### src/rtl/uart_frame_loader.sv
// Parses SYNC/W/H/pixel frames from the UART byte stream, writes pixels into the
// frame RAM, then starts the edge detector and waits for it to finish.
module uart_frame_loader #(
  parameter logic [7:0] SYNC_BYTE    = 8'hA5,
  parameter int         ADDR_W       = 14,
  parameter int         MAX_PIXELS   = 16384,
  parameter int         TIMEOUT_CLKS = 1000000
) (
  input  logic              i_Clock,
  input  logic              i_Rst_n,
  input  logic              i_Rx_DV,
  input  logic [7:0]        i_Rx_Byte,
  output logic              o_Wr_En,
  output logic [ADDR_W-1:0] o_Wr_Addr,
  output logic [7:0]        o_Wr_Data,
  output logic [7:0]        o_Width,
  output logic [7:0]        o_Height,
  output logic              o_Proc_Start,
  input  logic              i_Proc_Done,
  output logic              o_Busy,
  output logic              o_Frame_Err,
  output logic [1:0]        o_Err_Code
);

  localparam int              TO_W    = (TIMEOUT_CLKS > 2) ? $clog2(TIMEOUT_CLKS) : 1;
  localparam logic [TO_W-1:0] TO_LAST = TO_W'(TIMEOUT_CLKS - 1);
  localparam logic [16:0]     MAX_P   = 17'(MAX_PIXELS);

  typedef enum logic [2:0] {
    S_IDLE, S_GET_W, S_GET_H, S_CHECK, S_LOAD, S_START, S_BUSY
  } state_t;

  state_t            r_state, w_state_next;
  logic [TO_W-1:0]   r_to_cnt;
  logic [15:0]       r_pix_cnt;
  logic [15:0]       r_cnt;
  logic              r_wr_en;
  logic [ADDR_W-1:0] r_wr_addr;
  logic [7:0]        r_wr_data;
  logic [7:0]        r_width;
  logic [7:0]        r_height;
  logic              r_frame_err;
  logic [1:0]        r_err_code;

  logic [15:0] w_product;
  logic        w_size_bad;
  logic        w_timed_state;
  logic        w_timeout;
  logic        w_load_done;
  logic        w_accept_pix;
  logic        w_err_pulse;
  logic [1:0]  w_err_code_next;

  assign w_product     = {8'd0, r_width} * {8'd0, r_height};
  assign w_size_bad    = (r_width == 8'd0) || (r_height == 8'd0) || ({1'b0, w_product} > MAX_P);
  assign w_timed_state = (r_state == S_GET_W) || (r_state == S_GET_H) || (r_state == S_LOAD);
  assign w_timeout     = w_timed_state && !i_Rx_DV && (r_to_cnt == TO_LAST);
  // Last byte accepted; this is the cycle its write is on the RAM port
  assign w_load_done   = (r_state == S_LOAD) && (r_cnt == r_pix_cnt);
  assign w_accept_pix  = (r_state == S_LOAD) && i_Rx_DV && (r_cnt < r_pix_cnt);

  always_comb begin
    w_state_next    = r_state;
    w_err_pulse     = 1'b0;
    w_err_code_next = r_err_code;
    case (r_state)
      S_IDLE:  if (i_Rx_DV && (i_Rx_Byte == SYNC_BYTE)) w_state_next = S_GET_W;
      S_GET_W: begin
        if (i_Rx_DV) w_state_next = S_GET_H;
        else if (w_timeout) begin
          w_state_next = S_IDLE; w_err_pulse = 1'b1; w_err_code_next = 2'b10;
        end
      end
      S_GET_H: begin
        if (i_Rx_DV) w_state_next = S_CHECK;
        else if (w_timeout) begin
          w_state_next = S_IDLE; w_err_pulse = 1'b1; w_err_code_next = 2'b10;
        end
      end
      S_CHECK: begin
        if (w_size_bad) begin
          w_state_next = S_IDLE; w_err_pulse = 1'b1; w_err_code_next = 2'b01;
        end else begin
          w_state_next = S_LOAD;
        end
      end
      S_LOAD: begin
        if (w_load_done) w_state_next = S_START;
        else if (w_timeout) begin
          w_state_next = S_IDLE; w_err_pulse = 1'b1; w_err_code_next = 2'b10;
        end
      end
      S_START: w_state_next = S_BUSY;
      S_BUSY:  if (i_Proc_Done) w_state_next = S_IDLE;
      default: w_state_next = S_IDLE;
    endcase
    // Bytes with nowhere to go are dropped and flagged; a size error takes priority
    if (i_Rx_DV && !w_err_pulse &&
        ((r_state == S_CHECK) || (r_state == S_START) || (r_state == S_BUSY) || w_load_done)) begin
      w_err_pulse     = 1'b1;
      w_err_code_next = 2'b11;
    end
  end

  always_ff @(posedge i_Clock or negedge i_Rst_n) begin
    if (!i_Rst_n) begin
      r_state     <= S_IDLE;
      r_to_cnt    <= '0;
      r_pix_cnt   <= '0;
      r_cnt       <= '0;
      r_wr_en     <= 1'b0;
      r_wr_addr   <= '0;
      r_wr_data   <= '0;
      r_width     <= '0;
      r_height    <= '0;
      r_frame_err <= 1'b0;
      r_err_code  <= '0;
    end else begin
      r_state     <= w_state_next;
      r_frame_err <= w_err_pulse;
      r_err_code  <= w_err_code_next;
      r_wr_en     <= w_accept_pix;
      if (w_accept_pix) begin
        r_wr_addr <= r_cnt[ADDR_W-1:0];
        r_wr_data <= i_Rx_Byte;
        r_cnt     <= r_cnt + 16'd1;
      end
      if ((r_state == S_GET_W) && i_Rx_DV) r_width  <= i_Rx_Byte;
      if ((r_state == S_GET_H) && i_Rx_DV) r_height <= i_Rx_Byte;
      if (r_state == S_CHECK) begin
        r_pix_cnt <= w_product;
        r_cnt     <= '0;
      end
      if (w_timed_state && !i_Rx_DV && !w_timeout) r_to_cnt <= r_to_cnt + 1'b1;
      else                                         r_to_cnt <= '0;
    end
  end

  assign o_Wr_En      = r_wr_en;
  assign o_Wr_Addr    = r_wr_addr;
  assign o_Wr_Data    = r_wr_data;
  assign o_Width      = r_width;
  assign o_Height     = r_height;
  assign o_Proc_Start = (r_state == S_START);
  assign o_Busy       = (r_state != S_IDLE);
  assign o_Frame_Err  = r_frame_err;
  assign o_Err_Code   = r_err_code;

endmodule

### config.mk
export PLATFORM = sky130hd
export DESIGN_NAME = uart_frame_loader
export DESIGN_NICKNAME = d
export VERILOG_FILES = /design/src/rtl/uart_frame_loader.sv
export SDC_FILE = /design/constraint.sdc
export NUM_CORES = 1
export LEC_CHECK = 0
export CAP_MARGIN = 20
export CORE_MARGIN = 2
export CORE_UTILIZATION = 65
export CTS_BUF_LIST = sky130_fd_sc_hd__clkbuf_8
export CTS_CLUSTER_SIZE = 30
export DETAILED_ROUTE_END_ITERATION = 6
export PLACE_DENSITY = 0.92
export SLEW_MARGIN = 5
export SYNTH_ARGS = -nofsm -noshare
export SYNTH_HDL_FRONTEND = slang
export SYNTH_SLANG_ARGS = --single-unit
### constraint.sdc
create_clock -name i_Clock -period 14.5 [get_ports i_Clock]
set_clock_uncertainty 0.15 [all_clocks]
set_input_delay 2.9 -clock i_Clock [delete_from_list [all_inputs] [get_ports i_Clock]]
set_output_delay 2.9 -clock i_Clock [all_outputs]
set_load 0.01 [all_outputs]
After elaboration in Yosys (flattened, before gate mapping). Index checks and enable logic that the tools add are counted.

Flip-flop bits (word level): 97. Input port bits: 12. Output and inout port bits: 44. Logic and storage cells: 83.

Add/subtract/negate cells: 2. Multipliers: 1. $lt $le $gt $ge: 2. Eq/ne operators: 14. Mux-type cells: 23. Reduce and logical (&&, ||, !) cells: 30.

Operators with widths (count): 16-bit two-way mux (2); 3-bit two-way mux (7); 3-bit case mux with 7 select lines (1); 20-bit by 1-bit adder with 20-bit output, second input constant (1); 20-bit == test, second input constant (1); 20-bit two-way mux (1); 16-bit by 1-bit adder with 16-bit output, second input constant (1); 16-bit == test (1); 16-bit by 15-bit > comparator with 1-bit output, second input constant (1); 8-bit logical NOT (2); 16-bit < comparator (1); 8-bit by 8-bit multiplier with 16-bit output (1); 1-bit logical AND (11); 2-bit two-way mux (5); 3-bit == test, second input constant (3); 3-bit by 2-bit inequality test with 1-bit output, second input constant (3); 8-bit == test, second input constant (1); 1-bit logical OR (7); 3-bit by 2-bit == test with 1-bit output, second input constant (2); 2-bit case mux with 3 select lines (1); 1-bit two-way mux (5); 2-bit inequality test, second input constant (2); 4-bit AND reduction (1); 4-bit nonzero test (1); other kinds (8) (10).

Longest topological paths before layout.
Depth after elaboration: 13. Mapped depth: 18. Depth with buffers taken out: 17.

Worst setup path before layout. OpenSTA, ideal clock, no wires.

Kind: flip-flop to flip-flop. Start: reg r_width[0], in the netlist o_Width[0]. End: reg r_frame_err, in the netlist o_Frame_Err. Setup time: 124 ps. Arrival time: 4863 ps. Required time: 14226 ps. Path slack: 9364 ps. Stages on the path, launching flop included: 17. Path buffers: 1. Clock period less this slack: 5136 ps. Cell sequence: dfrtp_1 > clkbuf_1 > nand2_1 > fa_1 > fa_1 > inv_1 > fa_1 > inv_1 > fa_1 > inv_1 > ha_1 > o21ai_0 > a21oi_1 > o41a_1 > a221oi_1 > mux2_2 > a211o_1.

Cells in the longest elaborated chain, start to end: 9. Elaborated cells between the ends (all ways): 11. Classes of those cells: 1 x mul; 1 x order compare; 3 x mux; 6 x reduce/logical.

RTL lines: start: declaration (line 40) `logic [7:0] r_width;`; start signal: assignment (line 128) `if ((r_state == S_GET_W) && i_Rx_DV) r_width <= i_Rx_Byte;`; 8-bit by 8-bit multiplier with 16-bit output or 8-bit logical NOT (tied branches) (line 54, 55); 16-bit by 15-bit > comparator with 1-bit output or 1-bit logical OR (tied branches) (line 55) `assign w_size_bad = (r_width == 8'd0) || (r_height == 8'd0) || ({1'b0, w_product} > MAX_P);`; 1-bit logical OR (*) (line 55); 1-bit two-way mux (*) (line 81) `if (w_size_bad) begin`; 1-bit case mux with 3 select lines (*) (line 66) `case (r_state)`; 1-bit logical NOT (line 98) `if (i_Rx_DV && !w_err_pulse &&`; 1-bit logical AND (2 in a row) (line 98); 1-bit two-way mux (*) (line 98); net w_err_pulse (line 51) `logic w_err_pulse;`; end signal: assignment (line 120) `r_frame_err <= w_err_pulse;`; end: declaration (line 42) `logic r_frame_err;`.

The timed path passes the listed nets; every way through them passes the cells marked *. A chain may end at the register's enable or synchronous reset.

Final worst setup path.
Start: reg r_width[4], in the netlist o_Width[4]. End: reg r_frame_err, in the netlist o_Frame_Err.

The elaborated chain is that of the path after synthesis.

==> qor.yml <==
synthesis:
  synth-async-reset-ratio: 1.00
  ys_types: 69
  synth_area_per_cell_um2: 9.38
  ys.warnings.count: 0
  synth_nets: 840
  ys_seq_area_frac: 0.351
  synth_top_area_frac: 0.351
  yosys.area.top_type: "dfrtp_1"
  synth_edf_count: 0
  synth_area_mm2: 0.00692
  syn_inst: 738
  synth_flop_cell: "dfrtp_1"
  synth.area.top_cells: "dfrtp_1 35%, fa_1 10%, ha_1 9.8%, nand2_1 6.4%, and2_1 4.8%"
  synth_seq_cells: 97
routing:
  first_pass_iters: 5
  via_per_inst: 6.17
  wl_um: 16900
  drt-wirelength-per-cell_um: 18.2
  drt_iter0_drc: 462
  vias: 5718
  ant_nets: 0
  drc: 0
floorplan:
  die_w_um: 107
  core_area_mm2: 0.0103
  ios: 56
  start_util: 0.670
  fp-row-count: 37
  die_h_um: 107
  dieArea_mm2: 0.0115
critical_path:
  critPathRequiredTime_ns: 14.61
  cp_max_fo: 11
  r2r_slack_ns: 9.10
  critPathLaunchType: "register"
  end_kind: "register"
  arrival_ns: 5.51
  criticalPathCategory: "reg -> reg"
  rr_worst_depth: 13
global_route:
  grt_pass1_vias: 5985
  grt_antenna_before_repair: 0
  grtUsageTotal: 0.313
  grt_max_degree: 73
  grt_pass1_wl_um: 28400
  grt-ovfl-total: 0
cts:
  clk_pin_slew_ns: 0.11
  cts-root-buf: "clkbuf_8"
  cts_tree: "yes"
  ctsResizeCount: 0
  clk_latency_ns: 0.39
  postCtsHoldBufs: 0
  numCtsBuffers: 9
  clk_path_buf_depth: 2
  clkSinkCount: 97
  cts.htree.levels: 3
  post_cts_buffers: 0
layout:
  antenna_cells: 0
  mostFrequentLayoutCells: "118 x nand2_1, 97 x dfrtp_1, 70 x inv_1"
  syn_to_final_growth_pct: 12.0
  mostFrequentLayoutCell: "nand2_1"
  fin_nets: 888
  drive_gt1_frac: 0.0695
job:
  max_cap_violations: 0
placed_design:
  dp_hpwl_um: 12000
  port-buffer-count: 55
  gp_congestion: 0.942
sta:
  rsz0062_at_grt: "false"
  relSlewSlack: 0.374
  fin_setup_tns_ns: 0
  max_freq_ghz: 0.185
  min_period_ns: 5.40
  hold_violations: 0
  period_share: 0.373
  final_max_slew_viol_count: 0
  tightest_slew_ns: 0.938
  setup_viol: 0
run_status:
  status: "finished, final reports clean"
min_path:
  whs_path_depth: 2
  hp-class: "reg -> reg"
cells in the mapped netlist (2+ instances only):
cell / number
a211oi_1: 3
a21o_1: 10
a21oi_1: 24
and2_1: 53
and3_1: 8
and3_2: 2
buf_2: 6
clkbuf_1: 13
clkbuf_8: 3
dfrtp_1: 97
fa_1: 36
ha_1: 54
inv_1: 70
mux2_2: 17
mux2i_1: 3
nand2_1: 118
nand2b_1: 9
nand3_1: 21
nand4_1: 5
nand4b_1: 2
nor2_1: 36
nor2b_1: 3
nor3_1: 12
nor4_1: 5
nor4_2: 2
nor4bb_1: 2
o211ai_1: 3
o21a_1: 4
o21ai_0: 28
o221ai_1: 2
o31a_1: 2
o31ai_1: 4
o41ai_1: 3
or2_2: 4
or3_1: 6
or4_1: 7
or4b_1: 3
xnor2_1: 10
xor2_1: 18
final timing paths:
check,startpoint,end
setup / recovery,o_Width[4],o_Frame_Err
hold / removal,o_Wr_Addr[6],o_Wr_Addr[6]
max in group asynchronous,i_Rst_n,o_Err_Code[1]
hold reg to reg,o_Wr_Addr[6],o_Wr_Addr[6]
min in group asynchronous,i_Rst_n,r_to_cnt[8]
setup reg to reg,o_Width[4],o_Frame_Err
worst max-delay path, stage by stage (launching register included):
cell      delay [ns]
dfrtp_1         0.56
and2_1          0.26
fa_1            0.56
fa_1            0.46
fa_1            0.56
inv_1           0.06
fa_1            0.52
inv_1           0.04
ha_1            0.38
o32a_1          0.38
o41a_1          0.17
a221oi_1        0.41
mux2_2          0.43
a211o_1         0.32
metal layers:
metal | up-vias | global-route usage | part of all wire
met5 | - | 0 | 0
met4 | 0 | 0.154 | 0.038
met3 | 58 | 0.0553 | 0.062
met2 | 241 | 0.515 | 0.50
met1 | 2830 | 0.401 | 0.40
li1 | 2589 | - | -
stage by stage:
step	setup WS [ns]	util	hold slack (ns)	area (um2)	std cells
3_3_place_gp	9.28	0.729	0.312	7530	908
4_1_cts	9.12	0.749	0.340	7730	925
5_1_grt	8.88	0.751	0.363	7750	927
2_1_floorplan	9.36	-	0.300	6920	738
6_report	9.10	0.751	0.334	7750	927
3_5_place_dp	9.19	0.730	0.314	7530	909
registers in the layout (all words and copies together) (netlist names):
| signal | cells |
|---|---|
| r_pix_cnt | 16 |
| o_Width | 8 |
| o_Wr_En | 1 |
| o_Height | 8 |
| o_Err_Code | 2 |
| r_state | 3 |
| r_cnt | 16 |
| o_Frame_Err | 1 |
| r_to_cnt | 20 |
| o_Wr_Data | 8 |
| o_Wr_Addr | 14 |
logic make-up after synthesis:
family | synth area share
AO/OA/AOI/OAI | 0.0986
XOR/XNOR | 0.0354
adder cells (fa/ha/maj) | 0.202
buffers and inverters | 0.0575
flip-flops | 0.351
multiplexers | 0.0320
AND/OR/NAND/NOR | 0.224
area by class of cell:
class / count / area, um2
Clock buffer: 10 / 138
Clock inverter: 6 / 61.3
Fill cell: 651 / 2570
Inverter: 71 / 267
Multi-Input combinational cell: 546 / 4090
Sequential cell: 97 / 2430
Tap cell: 136 / 170
Timing Repair Buffer: 61 / 596
Power is left out: the tool's default activity adds up to more than one toggle a clock period on the data nets, which glitch-free logic cannot reach.
